### config.mk
export PLATFORM = sky130hd
export DESIGN_NAME = mem_ctrl
export DESIGN_NICKNAME = d
export VERILOG_FILES = /design/src/rtl/mem_ctrl.sv
export SDC_FILE = /design/constraint.sdc
export NUM_CORES = 1
export LEC_CHECK = 0
export ABC_AREA = 1
export BUFFER_PORTS_ARGS = -buffer_cell sky130_fd_sc_hd__buf_4
export CAP_MARGIN = 20
export CORE_ASPECT_RATIO = 0.9
export CORE_MARGIN = 3
export CORE_UTILIZATION = 50
export CTS_BUF_LIST = sky130_fd_sc_hd__clkbuf_4 sky130_fd_sc_hd__clkbuf_8
export DETAILED_ROUTE_END_ITERATION = 8
export GPL_TIMING_DRIVEN = 1
export PLACE_DENSITY = 0.72
export SYNTH_ARGS = -nofsm -noshare
export SYNTH_HDL_FRONTEND = slang
export SYNTH_SLANG_ARGS = --single-unit
### constraint.sdc
create_clock -name clk_in -period 7.7 [get_ports clk_in]
set_clock_uncertainty 0.2 [all_clocks]
set_input_delay 1.155 -clock clk_in [delete_from_list [all_inputs] [get_ports clk_in]]
set_output_delay 1.155 -clock clk_in [all_outputs]
set_load 0.01 [all_outputs]
### src/rtl/mem_ctrl.sv
// -----------------------------------------------------------------------------
// mem_ctrl
//   Arbitrates instruction fetch (IF) and load/store (MEM) requests onto the
//   byte-wide memory bus. Each 1/2/4-byte access is serialised into single-byte
//   bus cycles. Read bytes are reassembled little-endian, and loads are zero- or
//   sign-extended. When rdy_in is low the bus is lent to the debug interface and
//   the controller freezes.
//
//   Optional feature: define MEM_CTRL_IF_FLUSH_EN to add the if_flush_in port,
//   which abandons an in-flight fetch.
//
// Ports
//   clk_in, rst_n_in          clock, asynchronous active-low reset
//   rdy_in                    0 = bus lent to HCI, controller frozen
//   if_req_in/if_addr_in      fetch request (always 4 bytes)
//   if_done_out/if_data_out   fetch completion pulse and fetched word
//   mem_req_in, mem_wr_in, mem_size_in, mem_signed_in, mem_addr_in,
//   mem_wdata_in              load/store request fields
//   mem_done_out/mem_rdata_out  load/store completion pulse and load result
//   mem_a, mem_dout, mem_wr   byte bus address, write byte, write strobe
//   mem_din                   read byte (valid the cycle after its address)
//   if_flush_in               (MEM_CTRL_IF_FLUSH_EN only) abandon fetch
//
// States
//   IDLE   | waiting for a request; mem request beats fetch
//   IF_RD  | issuing/capturing the 4 bytes of a fetch
//   MEM_RD | issuing/capturing the 1/2/4 bytes of a load
//   MEM_WR | driving the 1/2/4 write bytes of a store
//   DONE   | registered done pulse; requests ignored for this cycle
// -----------------------------------------------------------------------------
module mem_ctrl #(
    parameter int ADDR_WIDTH = 32
) (
    input  logic                  clk_in,
    input  logic                  rst_n_in,
    input  logic                  rdy_in,
    input  logic                  if_req_in,
    input  logic [ADDR_WIDTH-1:0] if_addr_in,
    output logic                  if_done_out,
    output logic [31:0]           if_data_out,
    input  logic                  mem_req_in,
    input  logic                  mem_wr_in,
    input  logic [1:0]            mem_size_in,
    input  logic                  mem_signed_in,
    input  logic [ADDR_WIDTH-1:0] mem_addr_in,
    input  logic [31:0]           mem_wdata_in,
    output logic                  mem_done_out,
    output logic [31:0]           mem_rdata_out,
    output logic [ADDR_WIDTH-1:0] mem_a,
    output logic [7:0]            mem_dout,
    input  logic [7:0]            mem_din,
    output logic                  mem_wr
`ifdef MEM_CTRL_IF_FLUSH_EN
    ,
    input  logic                  if_flush_in
`endif
);

    typedef enum logic [2:0] {
        IDLE   = 3'd0,
        IF_RD  = 3'd1,
        MEM_RD = 3'd2,
        MEM_WR = 3'd3,
        DONE   = 3'd4
    } state_t;

    state_t                state_q, state_d;
    logic [ADDR_WIDTH-1:0] base_q, base_d;
    logic [2:0]            n_q, n_d;
    logic [1:0]            size_q, size_d;
    logic                  signed_q, signed_d;
    logic [31:0]           wdata_q, wdata_d;
    logic [2:0]            issue_cnt_q, issue_cnt_d;   // bytes addressed so far
    logic [2:0]            cap_cnt_q, cap_cnt_d;       // bytes captured so far
    logic                  avalid_q, avalid_d;         // mem_a holds a live read address
    logic                  dvalid_q, dvalid_d;         // mem_din carries byte cap_cnt_q
    logic [31:0]           buf_q, buf_d;
    logic [ADDR_WIDTH-1:0] mem_a_q, mem_a_d;
    logic [7:0]            mem_dout_q, mem_dout_d;
    logic                  mem_wr_q, mem_wr_d;
    logic                  if_done_q, if_done_d;
    logic                  mem_done_q, mem_done_d;
    logic [31:0]           if_data_q, if_data_d;
    logic [31:0]           mem_rdata_q, mem_rdata_d;

    logic                  flush;
    logic [31:0]           assembled;
    logic [31:0]           load_ext;
    logic [7:0]            wbyte;

`ifdef MEM_CTRL_IF_FLUSH_EN
    assign flush = if_flush_in;
`else
    assign flush = 1'b0;
`endif

    // Word with the byte arriving this cycle merged into its lane.
    always_comb begin
        assembled = buf_q;
        assembled[{cap_cnt_q[1:0], 3'b000} +: 8] = mem_din;
    end

    always_comb begin
        load_ext = assembled;
        case (size_q)
            2'b00:   load_ext = signed_q ? {{24{assembled[7]}}, assembled[7:0]}
                                         : {24'h0, assembled[7:0]};
            2'b01:   load_ext = signed_q ? {{16{assembled[15]}}, assembled[15:0]}
                                         : {16'h0, assembled[15:0]};
            default: load_ext = assembled;
        endcase
    end

    assign wbyte = wdata_q[{issue_cnt_q[1:0], 3'b000} +: 8];

    always_comb begin
        state_d     = state_q;
        base_d      = base_q;
        n_d         = n_q;
        size_d      = size_q;
        signed_d    = signed_q;
        wdata_d     = wdata_q;
        issue_cnt_d = issue_cnt_q;
        cap_cnt_d   = cap_cnt_q;
        avalid_d    = avalid_q;
        dvalid_d    = dvalid_q;
        buf_d       = buf_q;
        mem_a_d     = mem_a_q;
        mem_dout_d  = mem_dout_q;
        mem_wr_d    = mem_wr_q;
        if_done_d   = if_done_q;
        mem_done_d  = mem_done_q;
        if_data_d   = if_data_q;
        mem_rdata_d = mem_rdata_q;

        case (state_q)
            IDLE: begin
                mem_a_d  = '0;
                mem_wr_d = 1'b0;
                if (rdy_in && mem_req_in) begin
                    base_d      = mem_addr_in;
                    size_d      = mem_size_in;
                    signed_d    = mem_signed_in;
                    wdata_d     = mem_wdata_in;
                    n_d         = (mem_size_in == 2'b00) ? 3'd1 :
                                  (mem_size_in == 2'b01) ? 3'd2 : 3'd4;
                    buf_d       = '0;
                    cap_cnt_d   = 3'd0;
                    issue_cnt_d = 3'd1;
                    mem_a_d     = mem_addr_in;
                    dvalid_d    = 1'b0;
                    if (mem_wr_in) begin
                        state_d    = MEM_WR;
                        mem_wr_d   = 1'b1;
                        mem_dout_d = mem_wdata_in[7:0];
                        avalid_d   = 1'b0;
                    end else begin
                        state_d  = MEM_RD;
                        avalid_d = 1'b1;
                    end
                end else if (rdy_in && if_req_in && !flush) begin
                    base_d      = if_addr_in;
                    size_d      = 2'b10;
                    signed_d    = 1'b0;
                    n_d         = 3'd4;
                    buf_d       = '0;
                    cap_cnt_d   = 3'd0;
                    issue_cnt_d = 3'd1;
                    mem_a_d     = if_addr_in;
                    avalid_d    = 1'b1;
                    dvalid_d    = 1'b0;
                    state_d     = IF_RD;
                end
            end

            IF_RD, MEM_RD: begin
                if (state_q == IF_RD && flush) begin
                    state_d  = IDLE;
                    mem_a_d  = '0;
                    avalid_d = 1'b0;
                    dvalid_d = 1'b0;
                end else if (!rdy_in) begin
                    // Bus is lent out: drop the in-flight byte and park the
                    // address on the first uncaptured byte so it is the one
                    // re-issued when rdy_in returns.
                    dvalid_d    = 1'b0;
                    avalid_d    = 1'b1;
                    mem_a_d     = base_q + ADDR_WIDTH'(cap_cnt_q);
                    issue_cnt_d = cap_cnt_q + 3'd1;
                end else begin
                    dvalid_d = avalid_q;
                    if (issue_cnt_q < n_q) begin
                        mem_a_d     = base_q + ADDR_WIDTH'(issue_cnt_q);
                        issue_cnt_d = issue_cnt_q + 3'd1;
                        avalid_d    = 1'b1;
                    end else begin
                        avalid_d = 1'b0;
                    end
                    if (dvalid_q) begin
                        buf_d     = assembled;
                        cap_cnt_d = cap_cnt_q + 3'd1;
                        if (cap_cnt_q + 3'd1 == n_q) begin
                            state_d  = DONE;
                            mem_a_d  = '0;
                            avalid_d = 1'b0;
                            dvalid_d = 1'b0;
                            if (state_q == IF_RD) begin
                                if_done_d = 1'b1;
                                if_data_d = assembled;
                            end else begin
                                mem_done_d  = 1'b1;
                                mem_rdata_d = load_ext;
                            end
                        end
                    end
                end
            end

            MEM_WR: begin
                // With rdy_in low everything holds, so a masked byte is
                // simply driven again once the bus comes back.
                if (rdy_in) begin
                    if (issue_cnt_q == n_q) begin
                        state_d    = DONE;
                        mem_wr_d   = 1'b0;
                        mem_a_d    = '0;
                        mem_done_d = 1'b1;
                    end else begin
                        mem_a_d     = base_q + ADDR_WIDTH'(issue_cnt_q);
                        mem_dout_d  = wbyte;
                        issue_cnt_d = issue_cnt_q + 3'd1;
                    end
                end
            end

            DONE: begin
                if (rdy_in) begin
                    state_d    = IDLE;
                    if_done_d  = 1'b0;
                    mem_done_d = 1'b0;
                end
            end

            default: begin
                state_d = IDLE;
            end
        endcase
    end

    always_ff @(posedge clk_in or negedge rst_n_in) begin
        if (!rst_n_in) begin
            state_q     <= IDLE;
            base_q      <= '0;
            n_q         <= 3'd0;
            size_q      <= 2'b00;
            signed_q    <= 1'b0;
            wdata_q     <= '0;
            issue_cnt_q <= 3'd0;
            cap_cnt_q   <= 3'd0;
            avalid_q    <= 1'b0;
            dvalid_q    <= 1'b0;
            buf_q       <= '0;
            mem_a_q     <= '0;
            mem_dout_q  <= 8'h00;
            mem_wr_q    <= 1'b0;
            if_done_q   <= 1'b0;
            mem_done_q  <= 1'b0;
            if_data_q   <= '0;
            mem_rdata_q <= '0;
        end else begin
            state_q     <= state_d;
            base_q      <= base_d;
            n_q         <= n_d;
            size_q      <= size_d;
            signed_q    <= signed_d;
            wdata_q     <= wdata_d;
            issue_cnt_q <= issue_cnt_d;
            cap_cnt_q   <= cap_cnt_d;
            avalid_q    <= avalid_d;
            dvalid_q    <= dvalid_d;
            buf_q       <= buf_d;
            mem_a_q     <= mem_a_d;
            mem_dout_q  <= mem_dout_d;
            mem_wr_q    <= mem_wr_d;
            if_done_q   <= if_done_d;
            mem_done_q  <= mem_done_d;
            if_data_q   <= if_data_d;
            mem_rdata_q <= mem_rdata_d;
        end
    end

    // The strobe and done pulses are masked while the bus is lent out; the
    // underlying registers hold so they reappear when rdy_in returns.
    assign mem_wr        = mem_wr_q & rdy_in;
    assign if_done_out   = if_done_q & rdy_in;
    assign mem_done_out  = mem_done_q & rdy_in;
    assign mem_a         = mem_a_q;
    assign mem_dout      = mem_dout_q;
    assign if_data_out   = if_data_q;
    assign mem_rdata_out = mem_rdata_q;

endmodule

### Word level (Yosys, flattened, before mapping)

Index checks and enable logic that the tools add are counted.

| storage, ports and cells | value |
|---|---|
| bits in registers | 220 |
| input port bits | 113 |
| output and inout port bits | 107 |
| word-level logic and storage cells | 162 |

| cells by class | value |
|---|---|
| $add $sub $neg | 5 |
| magnitude comparators | 1 |
| equality and inequality tests | 21 |
| shift-type cells | 3 |
| multiplexer cells | 85 |
| bitwise gates (word level) | 4 |
| reductions and logical operators | 25 |

Operator list:

| kind | count |
|---|---|
| $mux 32 | 16 |
| $pmux 32 s2 | 2 |
| $pmux 32 s3 | 1 |
| $add 32x3->32 | 2 |
| $mux 3 | 21 |
| $bwmux 32 | 1 |
| $mux 8 | 4 |
| $shift 8x7->32 const A | 1 |
| $shiftx 32x6->8 | 1 |
| $shiftx 8x7->32 | 1 |
| $mux 1 | 29 |
| $ne 2x2->1 const B | 11 |
| $reduce_and 5->1 | 4 |
| $pmux 8 s2 | 1 |
| $pmux 3 s4 | 1 |
| $pmux 3 s3 | 1 |
| $pmux 1 s2 | 4 |
| $reduce_and 2->1 | 4 |
| $reduce_and 8->1 | 1 |
| $reduce_bool 2->1 | 4 |
| $neg 5->7 | 1 |
| $reduce_and 7->1 | 1 |
| $add 3x1->3 const B | 2 |
| $eq 3x2->1 const B | 2 |
| other kinds (19) | 28 |

### Logic depth before layout (Yosys ltp)

Gate-level depths: netlist (run 1).

| logic depth | value |
|---|---|
| depth after elaboration | 6 |
| mapped depth | 16 |
| mapped depth without buffers | 15 |

### Least setup slack after synthesis (run 1)

OpenSTA, ideal clock, no wires.

| path | value |
|---|---|
| kind | in2out |
| start point | input port rdy_in |
| end point | output port if_done_out |
| data arrival time | 1.730 ns |
| data required time | 6.345 ns |
| slack | 4.615 ns |
| stages on the path | 4 |
| path buffers | 2 |
| path through | buf_2 clkbuf_1 nand2_1 inv_1 |

| between the ends | value |
|---|---|
| longest elaborated chain between the ends | 1 |

Ends and longest elaborated chain:

| what | line | text |
|---|---|---|
| from (decl) | 36 | `input logic rdy_in,` |
| $and 1x1->1 | 295 | `assign if_done_out = if_done_q & rdy_in;` |
| to (decl) | 39 | `output logic if_done_out,` |

No other way between the ends.

### Final worst setup path (run 1)

| path | value |
|---|---|
| start point | input port rdy_in |
| end point | register buf_q[10] |

| between the ends | value |
|---|---|
| longest elaborated chain between the ends | 3 |
| elaborated cells on any way between the ends | 7 |
| those cells by class | eq/ne (2); mux (2); reduce/logical (3) |

Ends and longest elaborated chain:

| what | line | text |
|---|---|---|
| $logic_and 1x1->1, on equally long branches | 140, 161 |  |
| $ne 3x3->1 (no source line) or $mux 32 (tied branches) | -- |  |
| $reduce_and 4->1 (no source line) or $pmux 32 s2 (tied branches) | -- |  |
| to (signal assigned) | 281 | `buf_q <= buf_d;` |
| to (decl) | 77 | `logic [31:0] buf_q, buf_d;` |

Several ways; a longest one is shown, not always the timed one.
A chain may end at the register's enable or synchronous reset.

==> flow_summary.yaml, run 1 <==
synth:
  asyncSetResetFlopFracSynth: 1.00
  post_synth_num_cell_types: 43
  synth.top_cells.by_area: "sky130_fd_sc_hd__dfrtp_1 43%, sky130_fd_sc_hd__nand2_1 19%, sky130_fd_sc_hd__inv_1 5.8%"
  post_synth_inst_count: 1850
  largest_family_of_logic_cells_by_synthesized_area: "simple AND/OR/NAND/NOR gates"
  yosys-top-cells-count: "634 x sky130_fd_sc_hd__nand2_1, 220 x sky130_fd_sc_hd__dfrtp_1, 198 x sky130_fd_sc_hd__inv_1"
  synth_flop_cell: "sky130_fd_sc_hd__dfrtp_1"
  post-synth-top-area-fraction: 0.428
  synth_mux_area_frac: 0
  ys_ff_latch: 220
  synth-simple-area-share: 0.332
  synth.avg_cell_area_um2: 6.95
  synth_compound_gate_area_share: 0.123
  adder_and_majority_cell_fraction_of_the_synthesized_area: 0.0177
  synth.yosys.warnings: 0
  synth-edff-count: 0
  synth-xor-area-share: 0.0116
  synth.most_common_cell: "sky130_fd_sc_hd__nand2_1"
  share_of_the_yosys_chip_area_belonging_to_registers: 0.428
  syn-num-nets: 1980
  mappedNetlistArea_mm2: 0.0129
  synth_top_area_cell: "sky130_fd_sc_hd__dfrtp_1"
die:
  io_pins: 220
  dieHeight_um: 158
  rows: 55
  core_area_mm2: 0.0253
  die-area_mm2: 0.0277
  floorplan.initialDensity: 0.509
  fp.dieW_um: 175
clock_tree:
  postCtsSetupRepairBufs: 0
  clk_pin_slew_worst_paths_ns: 0.06
  clock-root-buffer: "sky130_fd_sc_hd__clkbuf_8"
  max-clock-path-buffers: 3
  postCtsHoldBufs: 0
  cts_sinks: 220
  clk_latency_ns: 0.54
  cts-htree-levels: 2
  post_cts_resized: 0
  numCtsBuffers: 40
  tritoncts_clock_tree: "yes"
timing:
  fin_crit_sh: 0.469
  layout_min_cycle_time_ns: 3.61
  report.final.slew_viol_count: 0
  rsz0062_at_grt: "no"
  timing_worst_slew_pin_value_ns: 0.983
  setup_violations: 0
  peak_freq_mhz: 277
  fin_setup_tns_ns: 0
  hold_viol: 0
  slew-limit-headroom: 0.345
  setup_slack_ns: 4.09
worst_hold_path:
  min_from: "wdata_q[12]"
  class_of_the_tightest_hold_or_removal_check: "reg2reg"
finish:
  final_net_count: 2179
  insertedDiodeCount: 0
  layout-drive-gt1-share: 0.171
  area.growth.synth_to_final_pct: 21.5
  final_util: 0.619
worst_setup_path:
  critPathMaxFanout: 38
  crit_top_cell: "sky130_fd_sc_hd__nand2_1"
  regToRegStartpoint: "cap_cnt_q[0]"
  critPathLaunch: "rdy_in"
  path_delay_family: "simple AND/OR/NAND/NOR gates"
  worst_setup_path_end_kind: "flip-flop"
  delay_of_the_slowest_cell_on_the_worst_path_ns: 0.78
  worstPathRequired_ns: 7.95
  cp-start-kind: "input pin"
  crit_path_buffers_inverters: 4
  series_of_cell_instances_along_the_critical_path: "buf_4 > nand2_1 > buf_4 > nand2_1 > nor2_1 > inv_1 > nand2_2 > nor2_2 > nand2_1 > buf_16 > o21ai_0"
  critPathArrivalTime_ns: 3.86
  timing.critical_path.slowest_stage_cell: "sky130_fd_sc_hd__nor2_2"
  critPathKind: "in2reg"
routing:
  routed.top_layer: "met4"
  ant_nets: 0
  first_pass_iters: 6
  met3WireLength_um: 3670
  drcViolationCount: 0
  drt_first_iter_violations: 1338
  dr_total_vias: 13119
  routed-wl-met2_um: 16200
  wire_per_inst_um: 16.5
  totalWireLength_um: 39800
  vias_per_cell: 5.42
  wl_met1_um: 19200
pwr:
  seq_power_share: 0.330
  p_per_area_mw_per_mm2: 382
  comb_power_share: 0.468
  cellInternalPower_w: 0.00329
  sw_frac_of_total: 0.448
  power.static_leakage_nw: 8.12
  part_of_the_total_power_dissipated_in_the_clock_network: 0.202
  switching_power_w: 0.00267
  vdd.ir_drop.worst_mv: 0.228
global_routing:
  via_count_of_the_first_global_routing_pass: 11967
  grtUsageTotal: 0.282
  gr-total-overflow: 0
  grt_first_pass_wirelength_um: 62800
  grt_start_max_net_pins: 85
  antenna_found_initial: 0
status:
  run_status: "complete, no violations"
job:
  cap_violations: 0
placement:
  place_worst_setup_slack_ns: 2.99
  dp_hpwl_um: 28500
  port-buffer-count: 219
  gp_routability_congestion: 0.998
## tightest hold or removal path: stages (launching register included)
cell	delay, ns
sky130_fd_sc_hd__dfrtp_1	0.34
sky130_fd_sc_hd__nand2_1	0.05
sky130_fd_sc_hd__nand2_1	0.04
## final cells by class
cell class / instances / area [um2]
Fill cell: 2370 / 9620
Multi-Input combinational cell: 1344 / 6230
Sequential cell: 220 / 5510
Timing Repair Buffer: 232 / 1800
Clock buffer: 63 / 805
Inverter: 211 / 792
Tap cell: 342 / 428
Clock inverter: 7 / 66.3
## stage by stage
stage | instance area, um2 | hold WS (ns) | power [W] | instances
global route | 15600 | 0.286 | 0.00644 | 2419
floorplan | 12900 | 0.242 | 0.00374 | 1850
CTS | 15600 | 0.273 | 0.00594 | 2416
detailed placement | 14700 | 0.259 | 0.00472 | 2346
global placement | 14700 | 0.253 | 0.00465 | 2346
finish | 15600 | 0.267 | 0.00597 | 2419
## cell families (layout without fill, tap and decap cells)
kind of cell	count (synthesis)	after routing
AND/OR/NAND/NOR	1026	1026
buffers and inverters	286	513
XOR/XNOR	17	17
flip-flops	220	220
adder cells (fa/ha/maj)	17	17
AO/OA/AOI/OAI	284	284
## layer usage
| metal | track usage | vias up |
|---|---|---|
| met2 | 0.400 | 575 |
| met1 | 0.444 | 6159 |
| met3 | 0.0492 | 49 |
| li1 | - | 6336 |
| met5 | 0 | - |
| met4 | 0.0676 | 0 |
## layout by cell type (no fill, tap or decap), drive strengths merged, types with 2 or more instances in the layout
cell / synthesis / final
a21oi: 45 / 45
a22oi: 17 / 17
a31oi: 21 / 21
buf: 32 / 232
clkbuf: 43 / 63
clkinv: 6 / 10
dfrtp: 220 / 220
fa: 2 / 2
ha: 15 / 15
inv: 205 / 206
nand2: 638 / 638
nand3: 147 / 147
nand3b: 8 / 8
nand4: 23 / 23
nor2: 175 / 175
nor3: 4 / 4
o2111ai: 2 / 2
o21ai: 156 / 156
o22ai: 36 / 36
or2: 29 / 29
xnor2: 2 / 2
xor2: 15 / 15
## path summary, 6_finish.rpt
check | end | slack, ns | cells after the start
setup / recovery | buf_q[10] | 4.09 | 11
hold / removal | wdata_q[12] | 0.27 | 2
setup reg to reg | mem_rdata_out[13] | 4.13 | 12
hold reg to reg | wdata_q[12] | 0.27 | 2
max in group asynchronous | mem_rdata_out[4] | 5.57 | 2
min in group asynchronous | mem_a[14] | 0.34 | 1
## state kept, by name, summed over array words and instances (netlist names), 8 cells and up
| name | count |
|---|---|
| if_data_out | 32 |
| mem_a | 32 |
| base_q | 32 |
| mem_dout | 8 |
| wdata_q | 32 |
| mem_rdata_out | 32 |
| buf_q | 32 |
## power by group through the flow
stage	sequential, W	clock [W]	combinational, W
4_1_cts	0.00196	0.00123	0.00275
5_1_grt	0.00203	0.00127	0.00315
3_5_place_dp	0.00197	0	0.00274
2_1_floorplan	0.00194	0	0.00180
3_3_place_gp	0.00197	0	0.00268
6_report	0.00197	0.00120	0.00279
No activity file was read; power rests on OpenSTA's default activity.
==> run 2: changes to the inputs <==
clock period = 3.4 ns   (was 7.7 ns; I/O delays follow)
==> run 2 against run 1 <==
Against the previous run:
- setup slack lost 3.7 ns
- hold slack lost 0.25 ns
- sequential share of layout area shrank 0.67 points
- global-route usage grew 1.5 points
- first-iteration DRC count grew 4.4%
- largest cell class unchanged
- highest routed layer unchanged
==> flow_summary.yaml, run 2 (synthesis results as in run 1) <==
status:
  run_status: "complete, no violations"
pwr:
  power.static_leakage_nw: 8.27
  vdd.ir_drop.worst_mv: 0.417
  p_per_area_mw_per_mm2: 847
  power.total_w: 0.0135
timing:
  peak_freq_mhz: 336
  setup_slack_ns: 0.420
  rsz0062_at_grt: "no"
  report.final.slew_viol_count: 0
  hold_viol: 0
  slew-limit-headroom: 0.405
  layout_min_cycle_time_ns: 2.98
  setup_violations: 0
  fin_crit_sh: 0.876
  fin_setup_tns_ns: 0
  timing_worst_slew_pin_value_ns: 0.885
clock_tree:
  max-clock-path-buffers: 3
  post_cts_resized: 0
  postCtsSetupRepairBufs: 0
  clock-root-buffer: "sky130_fd_sc_hd__clkbuf_8"
  cts-htree-levels: 2
  clk_pin_slew_worst_paths_ns: 0.07
  numCtsBuffers: 38
  clk_latency_ns: 0.54
  postCtsHoldBufs: 33
  cts_sinks: 220
  tritoncts_clock_tree: "yes"
worst_setup_path:
  timing.critical_path.slowest_stage_cell: "sky130_fd_sc_hd__dfrtp_1"
  critPathArrivalTime_ns: 3.22
  worstPathRequired_ns: 3.64
  r2r_cells: 13
  cp-start-kind: "flip-flop"
  critPathKind: "reg2reg"
  worst_setup_path_end_kind: "flip-flop"
  series_of_cell_instances_along_the_critical_path: "inv_1 > ha_1 > inv_2 > nand2_1 > nand2_1 > nor2_1 > nand3_2 > nand3_1 > inv_1 > nand2_1 > nand3_1 > nor2_1 > nor2_1"
  delay_of_the_slowest_cell_on_the_worst_path_ns: 0.47
  critPathMaxFanout: 16
placement:
  place_worst_setup_slack_ns: 0.444
  dp_hpwl_um: 30000
  gp_routability_congestion: 0.961
  port-buffer-count: 219
finish:
  insertedDiodeCount: 0
  multi_input_comb_area_mm2: 0.00623
  layout.filler_cells: 2359
  layout-drive-gt1-share: 0.173
  final_net_count: 2225
  seqCellArea_mm2: 0.00551
  area.growth.synth_to_final_pct: 23.9
  layout.cells.most_common_list: "634 x sky130_fd_sc_hd__nand2_1, 245 x sky130_fd_sc_hd__buf_4, 220 x sky130_fd_sc_hd__dfrtp_1"
  most_common_library_cell_in_the_layout_ignoring_fill_and_taps: "sky130_fd_sc_hd__nand2_1"
die:
  dieHeight_um: 158
  floorplan.initialDensity: 0.509
  io_pins: 220
  rows: 55
  die-area_mm2: 0.0277
  fp.dieW_um: 175
  core_area_mm2: 0.0253
global_routing:
  grt_start_max_net_pins: 89
  grt_first_pass_wirelength_um: 66300
  gr-total-overflow: 0
  via_count_of_the_first_global_routing_pass: 12653
  grtUsageTotal: 0.297
  antenna_found_initial: 0
routing:
  dr_total_vias: 13349
  totalWireLength_um: 41500
  ant_nets: 0
  vias_per_cell: 5.42
  drcViolationCount: 0
  drt_first_iter_violations: 1397
  wire_per_inst_um: 16.9
  first_pass_iters: 5
worst_hold_path:
  holdPathStages: 3
  class_of_the_tightest_hold_or_removal_check: "in2reg"
job:
  cap_violations: 0
run 2: changes by cell type in the layout (fill, tap and decap cells not counted), sizes merged:
| cell | delta |
|---|---|
| clkinvlp | -1 |
| bufinv | -1 |
| inv | +1 |
| clkinv | -1 |
| clkbuf | -2 |
| dlygate4sd3 | +33 |
| buf | +15 |
run 2: routing by layer:
| metal | vias to the layer above | track usage | wire [um] |
|---|---|---|---|
| met4 | 0 | 0.0555 | 450 |
| li1 | 6414 | - | - |
| met5 | - | 0 | 0 |
| met3 | 43 | 0.0568 | 3830 |
| met2 | 576 | 0.445 | 17700 |
| met1 | 6316 | 0.453 | 19600 |
run 2: cell type report:
cell class              instances  share of cell area
repair buffers                280               0.138
well taps                     342              0.0269
flip-flops and latches        220               0.345
clock inverters                 5             0.00204
multi-input cells            1344               0.391
clock buffers                  61              0.0464
inverters                     211              0.0497
run 2: report_power, final:
part	total, W	switching (W)	internal, W	leakage, nW
sequential	0.00450	0.000897	0.00361	2.81
combinational	0.00650	0.00415	0.00235	5.04
clock	0.00250	0.00112	0.00138	0.418
total	0.0135	0.00616	0.00734	8.27
run 2: worst max-delay path, delay by kind of cell (launching register included):
family        cells  cell delay [ns]
fa+ha+maj         1             0.43
simple gates      9             1.15
flops             1             0.47
buf+inv           3             0.62
run 2: final timing paths:
kind	startpoint	endpoint	slack [ns]
setup / recovery	cap_cnt_q[0]	mem_a[17]	0.42
hold / removal	mem_wdata_in[2]	wdata_q[2]	0.02
setup reg to reg	cap_cnt_q[0]	mem_a[17]	0.42
hold reg to reg	wdata_q[7]	wdata_q[7]	0.27
max in group asynchronous	rst_n_in	mem_a[18]	1.74
min in group asynchronous	rst_n_in	base_q[11]	0.35
run 2: per-stage QoR:
stage | instance area [um2] | utilization | hold WS (ns) | std cells
6_report | 15900 | 0.631 | 0.0184 | 2463
5_1_grt | 15900 | 0.631 | 0.00392 | 2463
4_1_cts | 15900 | 0.631 | 0.00236 | 2463
3_5_place_dp | 14800 | 0.587 | 0.259 | 2364
3_3_place_gp | 14800 | 0.587 | 0.254 | 2364
2_1_floorplan | 12900 | - | 0.0144 | 1850
==> run 3: changes to the inputs <==
--- a/config.mk
+++ b/config.mk
@@ -7,3 +7,2 @@
 export LEC_CHECK = 0
-export ABC_AREA = 1
 export BUFFER_PORTS_ARGS = -buffer_cell sky130_fd_sc_hd__buf_4
@@ -16,3 +15,3 @@
 export GPL_TIMING_DRIVEN = 1
-export PLACE_DENSITY = 0.72
+export PLACE_DENSITY = 0.73
 export SYNTH_ARGS = -nofsm -noshare
--- a/constraint.sdc
+++ b/constraint.sdc
@@ -4,2 +4,2 @@
 set_output_delay 0.51 -clock clk_in [all_outputs]
-set_load 0.01 [all_outputs]
+set_load 0.02 [all_outputs]
==> run 3 against run 2 <==
Against the previous run:
- global-route usage down 0.24 points
- highest routed layer unchanged
- die area decreased by 6.3%
- sequential power decreased by 3%
- register-to-register slack worse by 0.21 ns
==> flow_summary.yaml, run 3 <==
global_routing:
  gr-total-overflow: 0
  via_count_of_the_first_global_routing_pass: 11006
  grtUsageMet2: 0.439
  global_route_hottest_layer: "met2"
  grt_start_max_net_pins: 71
  grtUsageMet3: 0.0742
  grtUsageTotal: 0.294
  antenna_found_initial: 0
  groute.layer.met1.usage: 0.433
  grt_first_pass_wirelength_um: 61300
worst_hold_path:
  class_of_the_tightest_hold_or_removal_check: "in2reg"
  min_from: "mem_wdata_in[31]"
  hold_path_sink: "wdata_q[31]"
  holdPathStages: 2
finish:
  final_net_count: 1695
  seqCellArea_mm2: 0.00551
  most_common_library_cell_in_the_layout_ignoring_fill_and_taps: "sky130_fd_sc_hd__buf_4"
  final_util: 0.643
  layout.filler_cells: 2005
  multi_input_comb_area_mm2: 0.00603
  finalNonFillerCells: 1890
  insertedDiodeCount: 0
  area.growth.synth_to_final_pct: 25.5
  layout.cells.most_common_list: "270 x sky130_fd_sc_hd__buf_4, 219 x sky130_fd_sc_hd__dfrtp_1, 204 x sky130_fd_sc_hd__nand2_1"
  layout-drive-gt1-share: 0.253
worst_setup_path:
  rr_endpoint: "mem_a[13]"
  r2r_cells: 8
  worst_setup_path_end_kind: "flip-flop"
  worstPathRequired_ns: 3.61
  critPathArrivalTime_ns: 3.40
  delay_of_the_slowest_cell_on_the_worst_path_ns: 0.52
  critPathKind: "reg2reg"
  regToRegSetupSlack_ns: 0.21
  series_of_cell_instances_along_the_critical_path: "inv_1 > ha_1 > xor2_1 > nor4b_4 > o31a_4 > nor2_2 > a221o_1 > a221o_1"
  critPathMaxFanout: 13
  timing.critical_path.slowest_stage_cell: "sky130_fd_sc_hd__nor4b_4"
  crit_top_cell: "sky130_fd_sc_hd__a221o_1"
  regToRegStartpoint: "cap_cnt_q[1]"
  cp-start-kind: "flip-flop"
synth:
  synth-edff-count: 0
  synth_mux_area_frac: 0.0483
  adder_and_majority_cell_fraction_of_the_synthesized_area: 0.0189
  synth.yosys.warnings: 0
  post_synth_num_cell_types: 74
  share_of_the_yosys_chip_area_belonging_to_registers: 0.458
  synth_top_area_cell: "sky130_fd_sc_hd__dfrtp_1"
  ys_ff_latch: 220
  post-synth-top-area-fraction: 0.458
  synth-simple-area-share: 0.182
  post_synth_inst_count: 1332
  synth-xor-area-share: 0.0297
  asyncSetResetFlopFracSynth: 1.00
  synth.top_cells.by_area: "sky130_fd_sc_hd__dfrtp_1 46%, sky130_fd_sc_hd__nand2_1 6.4%, sky130_fd_sc_hd__a21oi_1 4.7%"
  synth_compound_gate_area_share: 0.220
  syn-num-nets: 1462
  yosys-top-cells-count: "220 x sky130_fd_sc_hd__dfrtp_1, 204 x sky130_fd_sc_hd__nand2_1, 113 x sky130_fd_sc_hd__a21oi_1"
  synth.avg_cell_area_um2: 9.02
  synth.most_common_cell: "sky130_fd_sc_hd__dfrtp_1"
  largest_family_of_logic_cells_by_synthesized_area: "compound AO/OA/AOI/OAI gates"
  synth_flop_cell: "sky130_fd_sc_hd__dfrtp_1"
  mappedNetlistArea_mm2: 0.0120
placement:
  gp_routability_congestion: 1.00
  port-buffer-count: 219
  dp_hpwl_um: 27800
  dp_cells: 1808
routing:
  dr_total_vias: 11301
  drt_first_iter_violations: 1366
  vias_per_cell: 5.98
  ant_nets: 0
  first_pass_iters: 5
  drcViolationCount: 0
  totalWireLength_um: 38600
  wire_per_inst_um: 20.4
timing:
  fin_setup_tns_ns: 0
  timing.hold.ws_ns: 0.0226
  report.final.slew_viol_count: 0
  layout_min_cycle_time_ns: 3.19
  slew-limit-headroom: 0.448
  rsz0062_at_grt: "no"
  peak_freq_mhz: 314
  setup_violations: 0
  fin_crit_sh: 0.938
  timing_worst_slew_pin_value_ns: 0.821
  hold_viol: 0
pwr:
  vdd.ir_drop.worst_mv: 0.501
  power.static_leakage_nw: 6.92
  p_per_area_mw_per_mm2: 913
  power.total_w: 0.0138
clock_tree:
  clk_pin_slew_worst_paths_ns: 0.07
  numCtsBuffers: 38
  cts-htree-levels: 2
  clock-root-buffer: "sky130_fd_sc_hd__clkbuf_8"
  cts_sinks: 220
  clk_latency_ns: 0.53
  tritoncts_clock_tree: "yes"
  max-clock-path-buffers: 3
status:
  run_status: "complete, no violations"
die:
  fp.dieW_um: 169
  floorplan.initialDensity: 0.512
  die-area_mm2: 0.0259
  core_area_mm2: 0.0235
  io_pins: 220
  rows: 53
  dieHeight_um: 153
job:
  cap_violations: 0
-- run 3: routing by layer --
metal	share of wire	vias to the layer above	wire length, um
met1	0.44	5402	16900
met2	0.44	570	16900
met4	0.022	0	863
met5	0	-	0
li1	-	5252	-
met3	0.10	77	3900
-- run 3: area by class of cell --
type                            instances  share of cell area
Inverter                               32             0.00796
Multi-Input combinational cell        982               0.400
Clock buffer                           57              0.0474
Clock inverter                          6             0.00423
Timing Repair Buffer                  291               0.151
Tap cell                              302              0.0250
Sequential cell                       220               0.365
-- run 3: critical path: cells and delay by family (launching register included) --
kind	cells	cell delay (ns)
adders and majority gates	1	0.47
buffers and inverters	1	0.12
xor gates and xnor gates	1	0.19
AOI/OAI and AO/OA	3	0.99
DFF	1	0.46
and+or+nand+nor	2	0.64
-- run 3: how the worst max path moves through the flow --
stage                     slack [ns]         to    startpoint
after floorplan                 0.59  mem_a[13]  cap_cnt_q[0]
after global placement          0.22  mem_a[13]  cap_cnt_q[0]
after detailed placement        0.05  mem_a[11]  cap_cnt_q[0]
after CTS                       0.01  mem_a[11]  cap_cnt_q[0]
after global routing            0.05  mem_a[11]  cap_cnt_q[1]
final                           0.21  mem_a[13]  cap_cnt_q[1]
-- run 3: cells by family after synthesis --
family / count (synthesis)
xor gates and xnor gates: 39
DFF: 220
muxes: 44
adders and majority gates: 17
AOI/OAI and AO/OA: 412
and+or+nand+nor: 470
buffers and inverters: 130
-- run 3: per-stage QoR --
step	setup slack (ns)	cell area (um2)
finish	0.212	15100
detailed placement	0.0550	14100
global placement	0.221	14100
CTS	0.0147	15000
global route	0.0465	15100
floorplan	0.586	12000
-- run 3: where the power goes --
group          internal, W  switching [W]  leakage, nW
clock network      0.00142        0.00108        0.413
logic              0.00270        0.00420         3.69
registers          0.00346       0.000900         2.82
-- run 3: repair_timing --
item	in CTS	in global routing
hold endpoints to repair	77	4
setup endpoints to repair	0	15
buffers inserted	0	2
hold buffers	13	4
gates resized for setup	0	2
